<file path="src/rtl/intdiv_frontend_pkg.sv">
// Shared types and width-dependent constants for the divider request front-end.
package intdiv_frontend_pkg;

  typedef enum logic [2:0] {IDLE, FAST, ISSUE, WAIT, RESP} fe_state_t;
  typedef enum logic [2:0] {NONE, DIV0, OVF, ONE, SMALL} fast_kind_t;

  localparam int MAX_W = 64;

  // Most negative two's-complement value of a w-bit word, zero-extended to MAX_W.
  function automatic logic [MAX_W-1:0] min_of(int w);
    return MAX_W'(1) << (w - 1);
  endfunction

  function automatic logic [MAX_W-1:0] all_ones_of(int w);
    return {MAX_W{1'b1}} >> (MAX_W - w);
  endfunction

endpackage

</file>
<file path="src/rtl/intdiv_frontend_if.sv">
// Request, divider and response signals of the divide front-end.
interface intdiv_frontend_if #(
  parameter int D_W   = 64,
  parameter int TAG_W = 4
);
  logic             flush_i;
  logic             req_valid_i;
  logic             req_ready_o;
  logic             req_signed_i;
  logic [D_W-1:0]   req_dividend_i;
  logic [D_W-1:0]   req_divisor_i;
  logic [TAG_W-1:0] req_tag_i;

  logic             div_flush_o;
  logic             div_start_valid_o;
  logic             div_start_ready_i;
  logic             div_signed_op_o;
  logic [D_W-1:0]   div_dividend_o;
  logic [D_W-1:0]   div_divisor_o;
  logic             div_finish_valid_i;
  logic             div_finish_ready_o;
  logic [D_W-1:0]   div_quotient_i;
  logic [D_W-1:0]   div_remainder_i;
  logic             div_divisor_is_zero_i;

  logic             rsp_valid_o;
  logic             rsp_ready_i;
  logic [D_W-1:0]   rsp_quotient_o;
  logic [D_W-1:0]   rsp_remainder_o;
  logic             rsp_divisor_is_zero_o;
  logic [TAG_W-1:0] rsp_tag_o;
  logic             rsp_fast_o;

  modport slave (
    input  flush_i, req_valid_i, req_signed_i, req_dividend_i, req_divisor_i, req_tag_i,
           div_start_ready_i, div_finish_valid_i, div_quotient_i, div_remainder_i,
           div_divisor_is_zero_i, rsp_ready_i,
    output req_ready_o, div_flush_o, div_start_valid_o, div_signed_op_o, div_dividend_o,
           div_divisor_o, div_finish_ready_o, rsp_valid_o, rsp_quotient_o, rsp_remainder_o,
           rsp_divisor_is_zero_o, rsp_tag_o, rsp_fast_o
  );

  modport master (
    output flush_i, req_valid_i, req_signed_i, req_dividend_i, req_divisor_i, req_tag_i,
           div_start_ready_i, div_finish_valid_i, div_quotient_i, div_remainder_i,
           div_divisor_is_zero_i, rsp_ready_i,
    input  req_ready_o, div_flush_o, div_start_valid_o, div_signed_op_o, div_dividend_o,
           div_divisor_o, div_finish_ready_o, rsp_valid_o, rsp_quotient_o, rsp_remainder_o,
           rsp_divisor_is_zero_o, rsp_tag_o, rsp_fast_o
  );
endinterface

</file>
<file path="src/rtl/intdiv_fast_path_detect.sv">
// Classifies a divide request as trivial and produces its result without the divider.
module intdiv_fast_path_detect
  import intdiv_frontend_pkg::*;
#(
  parameter int D_W = 64
) (
  input  logic           signed_op,
  input  logic [D_W-1:0] dividend,
  input  logic [D_W-1:0] divisor,
  output fast_kind_t     kind,
  output logic [D_W-1:0] q,
  output logic [D_W-1:0] r,
  output logic           dz
);
  localparam logic [D_W-1:0] MIN      = D_W'(min_of(D_W));
  localparam logic [D_W-1:0] ALL_ONES = D_W'(all_ones_of(D_W));

  // Priority order matters: a zero divisor wins over every other class.
  always_comb begin
    kind = NONE;
    q    = '0;
    r    = '0;
    dz   = 1'b0;
    if (divisor == '0) begin
      kind = DIV0;
      q    = ALL_ONES;
      r    = dividend;
      dz   = 1'b1;
    end else if (signed_op && dividend == MIN && divisor == ALL_ONES) begin
      kind = OVF;
      q    = MIN;
    end else if (divisor == D_W'(1)) begin
      kind = ONE;
      q    = dividend;
    end else if (!signed_op && dividend < divisor) begin
      kind = SMALL;
      r    = dividend;
    end
  end
endmodule

</file>
<file path="src/rtl/intdiv_frontend.sv">
// Single-entry request front-end: answers trivial divides locally, forwards the rest to the divider.
module intdiv_frontend
  import intdiv_frontend_pkg::*;
#(
  parameter int D_W   = 64,
  parameter int TAG_W = 4
) (
  input logic              clk,
  input logic              rst_n,
  intdiv_frontend_if.slave bus
);
  fe_state_t        state;
  fast_kind_t       kind;
  logic [D_W-1:0]   fq, fr;
  logic             fdz;
  logic             op_signed;
  logic [D_W-1:0]   op_dividend, op_divisor;
  logic [D_W-1:0]   res_q, res_r;
  logic             res_dz, res_fast;
  logic [TAG_W-1:0] res_tag;
  logic             req_hs, rsp_hs, holding;

  intdiv_fast_path_detect #(.D_W(D_W)) u_detect (
    .signed_op (bus.req_signed_i),
    .dividend  (bus.req_dividend_i),
    .divisor   (bus.req_divisor_i),
    .kind      (kind),
    .q         (fq),
    .r         (fr),
    .dz        (fdz)
  );

  assign holding         = (state == FAST) || (state == RESP);
  assign bus.req_ready_o = !bus.flush_i && ((state == IDLE) || (holding && bus.rsp_ready_i));
  assign req_hs          = bus.req_valid_i && bus.req_ready_o;
  assign rsp_hs          = holding && bus.rsp_ready_i;

  assign bus.div_flush_o        = bus.flush_i && ((state == ISSUE) || (state == WAIT));
  assign bus.div_start_valid_o  = (state == ISSUE);
  assign bus.div_signed_op_o    = op_signed;
  assign bus.div_dividend_o     = op_dividend;
  assign bus.div_divisor_o      = op_divisor;
  assign bus.div_finish_ready_o = (state == WAIT);

  assign bus.rsp_valid_o           = holding;
  assign bus.rsp_quotient_o        = res_q;
  assign bus.rsp_remainder_o       = res_r;
  assign bus.rsp_divisor_is_zero_o = res_dz;
  assign bus.rsp_tag_o             = res_tag;
  assign bus.rsp_fast_o            = res_fast;

  // req_hs can only fire in IDLE/FAST/RESP, so it is handled ahead of the per-state moves.
  always_ff @(posedge clk or negedge rst_n) begin
    if (!rst_n) begin
      state       <= IDLE;
      op_signed   <= 1'b0;
      op_dividend <= '0;
      op_divisor  <= '0;
      res_q       <= '0;
      res_r       <= '0;
      res_dz      <= 1'b0;
      res_fast    <= 1'b0;
      res_tag     <= '0;
    end else if (bus.flush_i) begin
      state <= IDLE;
    end else if (req_hs) begin
      res_tag <= bus.req_tag_i;
      if (kind != NONE) begin
        state    <= FAST;
        res_q    <= fq;
        res_r    <= fr;
        res_dz   <= fdz;
        res_fast <= 1'b1;
      end else begin
        state       <= ISSUE;
        op_signed   <= bus.req_signed_i;
        op_dividend <= bus.req_dividend_i;
        op_divisor  <= bus.req_divisor_i;
      end
    end else begin
      case (state)
        FAST, RESP: if (rsp_hs) state <= IDLE;
        ISSUE:      if (bus.div_start_ready_i) state <= WAIT;
        WAIT: begin
          if (bus.div_finish_valid_i) begin
            state    <= RESP;
            res_q    <= bus.div_quotient_i;
            res_r    <= bus.div_remainder_i;
            res_dz   <= bus.div_divisor_is_zero_i;
            res_fast <= 1'b0;
          end
        end
        default: ;
      endcase
    end
  end
endmodule

</file>
<file path="src/flat_wrapper.sv">
// flat-port wrapper written by rule: the top's interface ports become plain ports
module intdiv_frontend_flat import intdiv_frontend_pkg::*;
#(
  parameter int D_W   = 64,
  parameter int TAG_W = 4
)
  (clk, rst_n, bus_flush_i, bus_req_valid_i, bus_req_signed_i, bus_req_dividend_i, bus_req_divisor_i, bus_req_tag_i, bus_div_start_ready_i, bus_div_finish_valid_i, bus_div_quotient_i, bus_div_remainder_i, bus_div_divisor_is_zero_i, bus_rsp_ready_i, bus_req_ready_o, bus_div_flush_o, bus_div_start_valid_o, bus_div_signed_op_o, bus_div_dividend_o, bus_div_divisor_o, bus_div_finish_ready_o, bus_rsp_valid_o, bus_rsp_quotient_o, bus_rsp_remainder_o, bus_rsp_divisor_is_zero_o, bus_rsp_tag_o, bus_rsp_fast_o);
  intdiv_frontend_if #(.D_W(D_W), .TAG_W(TAG_W)) bus_i ();
  input logic clk;
  input logic rst_n;
  input wire logic [$bits(bus_i.flush_i)-1:0] bus_flush_i;
  input wire logic [$bits(bus_i.req_valid_i)-1:0] bus_req_valid_i;
  input wire logic [$bits(bus_i.req_signed_i)-1:0] bus_req_signed_i;
  input wire logic [$bits(bus_i.req_dividend_i)-1:0] bus_req_dividend_i;
  input wire logic [$bits(bus_i.req_divisor_i)-1:0] bus_req_divisor_i;
  input wire logic [$bits(bus_i.req_tag_i)-1:0] bus_req_tag_i;
  input wire logic [$bits(bus_i.div_start_ready_i)-1:0] bus_div_start_ready_i;
  input wire logic [$bits(bus_i.div_finish_valid_i)-1:0] bus_div_finish_valid_i;
  input wire logic [$bits(bus_i.div_quotient_i)-1:0] bus_div_quotient_i;
  input wire logic [$bits(bus_i.div_remainder_i)-1:0] bus_div_remainder_i;
  input wire logic [$bits(bus_i.div_divisor_is_zero_i)-1:0] bus_div_divisor_is_zero_i;
  input wire logic [$bits(bus_i.rsp_ready_i)-1:0] bus_rsp_ready_i;
  output wire logic [$bits(bus_i.req_ready_o)-1:0] bus_req_ready_o;
  output wire logic [$bits(bus_i.div_flush_o)-1:0] bus_div_flush_o;
  output wire logic [$bits(bus_i.div_start_valid_o)-1:0] bus_div_start_valid_o;
  output wire logic [$bits(bus_i.div_signed_op_o)-1:0] bus_div_signed_op_o;
  output wire logic [$bits(bus_i.div_dividend_o)-1:0] bus_div_dividend_o;
  output wire logic [$bits(bus_i.div_divisor_o)-1:0] bus_div_divisor_o;
  output wire logic [$bits(bus_i.div_finish_ready_o)-1:0] bus_div_finish_ready_o;
  output wire logic [$bits(bus_i.rsp_valid_o)-1:0] bus_rsp_valid_o;
  output wire logic [$bits(bus_i.rsp_quotient_o)-1:0] bus_rsp_quotient_o;
  output wire logic [$bits(bus_i.rsp_remainder_o)-1:0] bus_rsp_remainder_o;
  output wire logic [$bits(bus_i.rsp_divisor_is_zero_o)-1:0] bus_rsp_divisor_is_zero_o;
  output wire logic [$bits(bus_i.rsp_tag_o)-1:0] bus_rsp_tag_o;
  output wire logic [$bits(bus_i.rsp_fast_o)-1:0] bus_rsp_fast_o;
  assign bus_i.flush_i = bus_flush_i;
  assign bus_i.req_valid_i = bus_req_valid_i;
  assign bus_i.req_signed_i = bus_req_signed_i;
  assign bus_i.req_dividend_i = bus_req_dividend_i;
  assign bus_i.req_divisor_i = bus_req_divisor_i;
  assign bus_i.req_tag_i = bus_req_tag_i;
  assign bus_i.div_start_ready_i = bus_div_start_ready_i;
  assign bus_i.div_finish_valid_i = bus_div_finish_valid_i;
  assign bus_i.div_quotient_i = bus_div_quotient_i;
  assign bus_i.div_remainder_i = bus_div_remainder_i;
  assign bus_i.div_divisor_is_zero_i = bus_div_divisor_is_zero_i;
  assign bus_i.rsp_ready_i = bus_rsp_ready_i;
  assign bus_req_ready_o = bus_i.req_ready_o;
  assign bus_div_flush_o = bus_i.div_flush_o;
  assign bus_div_start_valid_o = bus_i.div_start_valid_o;
  assign bus_div_signed_op_o = bus_i.div_signed_op_o;
  assign bus_div_dividend_o = bus_i.div_dividend_o;
  assign bus_div_divisor_o = bus_i.div_divisor_o;
  assign bus_div_finish_ready_o = bus_i.div_finish_ready_o;
  assign bus_rsp_valid_o = bus_i.rsp_valid_o;
  assign bus_rsp_quotient_o = bus_i.rsp_quotient_o;
  assign bus_rsp_remainder_o = bus_i.rsp_remainder_o;
  assign bus_rsp_divisor_is_zero_o = bus_i.rsp_divisor_is_zero_o;
  assign bus_rsp_tag_o = bus_i.rsp_tag_o;
  assign bus_rsp_fast_o = bus_i.rsp_fast_o;
  intdiv_frontend #(.D_W(D_W), .TAG_W(TAG_W)) u_core (.clk(clk), .rst_n(rst_n), .bus(bus_i));
endmodule
</file>
<file path="config.mk">
export PLATFORM = sky130hd
export DESIGN_NAME = intdiv_frontend_flat
export DESIGN_NICKNAME = d
export VERILOG_FILES = /design/src/rtl/intdiv_frontend_pkg.sv /design/src/rtl/intdiv_frontend_if.sv /design/src/rtl/intdiv_fast_path_detect.sv /design/src/rtl/intdiv_frontend.sv /design/src/flat_wrapper.sv
export SDC_FILE = /design/constraint.sdc
export NUM_CORES = 1
export LEC_CHECK = 0
export CAP_MARGIN = 20
export CORE_AREA = 2 2 209 211
export CTS_CLUSTER_DIAMETER = 120
export DETAILED_ROUTE_END_ITERATION = 10
export DIE_AREA = 0 0 211 213
export PLACE_DENSITY = 0.66
export SLEW_MARGIN = 20
export SYNTH_ARGS = -nofsm -noshare
export SYNTH_HDL_FRONTEND = slang
export SYNTH_SLANG_ARGS = --single-unit
</file>
<file path="constraint.sdc">
create_clock -name clk -period 2.6 [get_ports clk]
set_input_delay 0.65 -clock clk [delete_from_list [all_inputs] [get_ports clk]]
set_output_delay 0.65 -clock clk [all_outputs]
set_load 0.03 [all_outputs]
</file>
Yosys cells after proc, flatten, opt, wreduce, memory -nomap -nowiden --
Index checks and enable logic that the tools add are counted.
Cells by class: add/subtract/negate cells 0, $mul 0, divide/modulo/power cells 0, magnitude comparators 1, equal/unequal tests 11, shifts and indexed selects 0, multiplexer cells 35, bitwise gates (word level) 2, reductions and logical operators 23
Operator list (number):
- $mux 64 | 15
- $eq 64x64->1 const B | 2
- $eq 64x1->1 const B | 1
- $logic_not 64->1 | 1
- $lt 64x64->1 | 1
- $mux 3 | 9
- $mux 1 | 9
- $pmux 3 s3 | 1
- $ne 4x3->1 const B | 2
- $reduce_and 4->1 | 2
- $logic_and 1x1->1 | 7
- $eq 3x2->1 const B | 2
- $reduce_bool 5->1 | 1
- $ne 4x2->1 const B | 1
- $reduce_bool 2->1 | 2
- $eq 3x1->1 const B | 1
- $eq 3x3->1 const B | 1
- $logic_not 3->1 | 1
- $logic_or 1x1->1 | 3
- $reduce_and 3->1 | 1
- $reduce_bool 3->1 | 1
- $logic_not 1->1 | 2
- $mux 2 | 1
- $ne 2x2->1 const B | 1
- other kinds (3) | 4
Word-level totals: bits in registers 266, bits in latches 0, bits in writable memories 0, memory bits (read-only) 0, output and inout port bits 268, logic and storage cells 81, memories kept 0

Logic depth before layout (Yosys ltp) --
depth after elaboration 10, gate-level depth with buffers 12

Cells and area by module --
Synthesis repeated with hierarchy kept, for this count alone.
Second synthesis, totals: cell total of the unflattened synthesis 1282, area, all modules 14554.0 sq um
Modules (own cells, without submodules):
- intdiv_frontend | instances 1, cells an instance 765, area an instance 11124.4 sq um, seq. area each 6656.4 sq um
- intdiv_fast_path_detect | instances 1, cells an instance 517, area an instance 3429.5 sq um, seq. area each 0.0 sq um

Worst setup path after synthesis --
Ideal clock, no wire load.
path type input-to-reg, start point input port bus_req_divisor_i[62], end point register u_core.op_dividend[24] (netlist: u_core.bus.div_dividend_o[24]), setup time 0.125 ns, arrival 2.966 ns, data required time 2.475 ns, setup slack -0.490 ns, stages 12, path through inv_1 > ha_1 > nand4_1 > nor4_2 > and4_1 > nor2b_1 > a41o_1 > nor2_1 > nor3_2 > buf_4 > buf_4 > mux2_2
Between the ends: cells in the longest elaborated chain, start to end 9, elaborated cells on any way between the ends 13, those cells by class 1 x order compare; 2 x eq/ne; 4 x mux; 1 x bitwise; 5 x reduce/logical
Ends and longest elaborated chain:
- start: declaration | line flat_wrapper.sv:15 | input wire logic [$bits(bus_i.req_divisor_i)-1:0] bus_req_divisor_i;
- $lt 64x64->1 | line intdiv_fast_path_detect.sv:35 | end else if (!signed_op && dividend < divisor) begin
- $logic_and 1x1->1 | line intdiv_fast_path_detect.sv:35
- $mux 3 | line intdiv_fast_path_detect.sv:35
- $mux 3 | line intdiv_fast_path_detect.sv:32 | end else if (divisor == D_W'(1)) begin
- $mux 3 | line intdiv_fast_path_detect.sv:29 | end else if (signed_op && dividend == MIN && divisor == ALL_ONES) begin
- $mux 3 (*) | line intdiv_fast_path_detect.sv:24 | if (divisor == '0) begin
- $reduce_bool 3->1 (*) | line intdiv_frontend.sv:68 | if (kind != NONE) begin
- $not 1->1 (no line) (*)
- $reduce_and 3->1 (no line) (*)
- end signal: assignment | line intdiv_frontend.sv:77 | op_dividend <= bus.req_dividend_i;
- end: declaration | line intdiv_frontend.sv:17 | logic [D_W-1:0] op_dividend, op_divisor;
Every way passes the cells marked *; elsewhere a longest branch is shown, timed or not. A chain may end at the register's enable or synchronous reset.

Final worst setup path --
start point input port bus_req_divisor_i[12], end point register u_core.res_r[21] (netlist: u_core.bus.rsp_remainder_o[21])
Between the ends: cells in the longest elaborated chain, start to end 9, elaborated cells on any way between the ends 19, those cells by class 1 x order compare; 3 x eq/ne; 10 x mux; 5 x reduce/logical
Ends and longest elaborated chain:
- $lt 64x64->1 | line intdiv_fast_path_detect.sv:35
- $logic_and 1x1->1 | line intdiv_fast_path_detect.sv:35
- $mux 3 | line intdiv_fast_path_detect.sv:35
- $mux 3 | line intdiv_fast_path_detect.sv:32
- $mux 3 | line intdiv_fast_path_detect.sv:29
- $mux 3 | line intdiv_fast_path_detect.sv:24
- $reduce_bool 3->1 | line intdiv_frontend.sv:68
- $ne 2x2->1 (no line)
- $reduce_and 4->1 (no line)
- end signal: assignment | line intdiv_frontend.sv:71 | res_r <= fr;
- end signal: assignment | line intdiv_frontend.sv:88 | res_r <= bus.div_remainder_i;
- end: declaration | line intdiv_frontend.sv:18 | logic [D_W-1:0] res_q, res_r;
Several ways; a longest one is shown, not always the timed one. The select of a mux whose other input is x is not followed.

==> results.yml <==
logic_synthesis:
  asyncSetResetFlopFracSynth: 1.00
  synth_flop_cell: "dfrtp_1"
  netlist_area_um2: 14100
  synth.most_common_cell: "dfrtp_1"
  synth_top_cells_by_count: "dfrtp_1, mux2_1, mux2_2"
  synth_edf_count: 0
  synth_area_leader_cell: "dfrtp_1"
  ys_ff_latch: 266
  synthDistinctLibCells: 57
  synthCells: 1194
  syn-num-nets: 1526
  avgSynthCellArea_um2: 11.8
  ys_top_cells_by_area: "dfrtp_1, mux2_1, mux2_2, ha_1, a22o_1"
  ys_warn_count: 0
  synth.top_cell.area_share: 0.473
  ys_seq_area_frac: 0.473
sta:
  whs_ps: 44.2
  clock.fmax_ghz: 0.330
  setup_viol: 259
  maxSlewViolCount: 0
  rsz0062_at_grt: "true"
  fin_skew_ps: 13.4
  min_period_ps: 3030
  period_share: 1.17
  fin_ws_ps: -431
  maxSlewHeadroom: 0.570
  worstMarginPinSlew_ps: 645
  fin_setup_tns_ps: -87020
  finalHoldViolations: 0
finish:
  syn2layout_area_growth_pct: 75.5
  fill_cells: 3531
  nNetsFinal: 2321
  multiInputGateArea_um2: 8100
  design_area_um2: 24700
  regArea_um2: 6660
  layout-drive-gt1-share: 0.383
critical_path:
  cp-start-kind: "input pin"
  crit_start: "bus_req_divisor_i[12]"
  required_ps: 3060
  critPathKind: "input pin to flop"
  cp_max_fo: 11
  cp_data_arrival_time_ps: 3490
  reg2reg_from: "u_core.state[0]"
  reg2reg_slack_ps: -100
  worstSetupEndpointType: "flop"
pwr:
  leakage_nw: 10.9
  totalPowerFinal_mw: 24.0
  powerDensity_nw_per_um2: 970
  peakVddDrop_v: 0.000621
drt:
  drtAntennaViolNets: 0
  vias: 13300
  dr.pass1.iters: 5
  routed_via_density: 5.18
  drt_iter0_drc: 741
  drc: 0
  wire_per_inst_um: 24.6
  totalWireLength_um: 63100
die:
  io-pin-count: 537
  die_w_um: 211
  start_util: 0.330
  die_area_um2: 44900
  fp.dieH_um: 213
  fp-row-count: 76
  core_um2: 42700
clock_tree:
  h-tree-depth: 1
  cts_tree: "done"
  clk_pin_slew_ps: 60
  cts_buffer_depth: 3
  root_buffer: "clkbuf_16"
  clock_sinks: 266
  clock_latency_ps: 580
  cts_inserted_buffers: 30
global_routing:
  first_global_vias: 14000
  antenna_found_initial: 5
  grt_max_degree: 110
  grt_first_pass_wirelength_um: 89300
  grt_usage: 0.265
  grt_overflow_total: 0
placement:
  port_buffers: 536
  routabilityCongestion: 0.866
  dpl-instance-area_um2: 21900
  dpl.hpwl_um: 45900
  dp_slack_ps: -1890
run:
  maxCapViolations: 0
worst_hold_path:
  hp-class: "input pin to async pin"
run_status:
  violations: "negative setup slack"
  status: "finished, violations left"
-- layer usage --
metal  track usage  vias up  share of wire
met3        0.0544      108          0.063
met4        0.0838        4          0.031
li1              -     5960              -
met1         0.333     6712           0.41
met5             0        -        0.00051
met2         0.455      507           0.49
-- metrics by stage --
stage / utilization / cells
after floorplan: - / 1194
after global placement: 0.513 / 2453
after detailed placement: 0.513 / 2453
after CTS: 0.560 / 2539
after global routing: 0.578 / 2564
final: 0.579 / 2565
-- timing repair --
action / in CTS / in global routing
gates cloned: 3 / 11
pin swaps: 76 / 56
hold buffers: 0 / 0
buffers inserted: 28 / 15
resized for setup: 490 / 253
endpoints found under the setup margin: 265 / 265
-- area by class of cell --
class / count / share of cell area
Antenna cell: 6 / 0.000608
Clock buffer: 51 / 0.0377
Clock inverter: 5 / 0.00203
Inverter: 66 / 0.0117
Multi-Input combinational cell: 789 / 0.328
Sequential cell: 266 / 0.269
Tap cell: 546 / 0.0277
Timing Repair Buffer: 836 / 0.323
-- critical path: stages --
cell,delay (ps)
buf_6,100
inv_2,60
ha_4,190
nand4_1,190
nor4_2,80
a32oi_2,220
or3b_4,440
a41o_1,230
buf_4,140
o21ba_4,200
o21ai_4,160
buf_4,150
buf_16,180
buf_16,170
mux2_4,310
-- layout by cell type (no fill, tap or decap), types with 11 or more instances in the layout --
cell type        netlist  routed
a21oi_1               28      21
a22o_1                64      64
buf_12                11      14
buf_2                 10      31
buf_4                 12     231
buf_6                  2      56
buf_8                  0      11
clkbuf_1              37      12
clkbuf_16              0      40
clkbuf_2               0      31
clkdlybuf4s15_1        0      14
clkdlybuf4s50_1        0     400
dfrtp_1              266     266
dlygate4sd2_1          0      23
ha_1                  63      16
ha_4                   0      46
inv_1                 64      24
inv_2                  1      33
mux2_1               144      82
mux2_2               114      67
mux2_4                 0     109
nand2_1               99      94
nand4_1               31      31
nor2_1                13      12
nor2b_1               64      62
nor4_1                33      14
nor4_4                 0      12
o31ai_1               64      63
-- power by group --
group | switching (mW) | internal [mW] | leakage, nW | total [mW]
clock network | 1.80 | 2.51 | 0.484 | 4.31
registers | 1.11 | 6.01 | 3.19 | 7.12
logic | 6.61 | 5.91 | 7.24 | 12.5
total | 9.52 | 14.4 | 10.9 | 23.9
-- logic make-up (layout without fill, tap and decap cells) --
kind of cell	Yosys count	in the layout	share of synthesized area
compound gates	186	186	0.101
xor+xnor	1	1	0.000622
fa+ha+maj	64	64	0.0567
buf+inv	139	958	0.0549
flops	266	266	0.473
mux	258	258	0.206
other cells	0	6	0
simple gates	280	280	0.107
-- worst paths after layout --
check / end / cells past startpoint
worst max register to register: u_core.bus.rsp_remainder_o[15] / 10
max in group asynchronous: u_core.bus.div_divisor_o[8] / 2
worst min-delay path: u_core.bus.rsp_quotient_o[56] / 1
min in group clk: u_core.bus.div_divisor_o[7] / 2
worst min register to register: u_core.bus.div_dividend_o[10] / 1
worst max-delay path: u_core.bus.rsp_remainder_o[21] / 15
-- registers in the layout, indices dropped and copies added (netlist names) --
name / flops
u_core.bus.div_signed_op_o: 1
u_core.bus.rsp_fast_o: 1
u_core.bus.rsp_remainder_o: 64
u_core.bus.rsp_divisor_is_zero_o: 1
u_core.bus.div_dividend_o: 64
u_core.bus.rsp_quotient_o: 64
u_core.bus.rsp_tag_o: 4
u_core.state: 3
u_core.bus.div_divisor_o: 64
(Power assumes the default switching activity.)
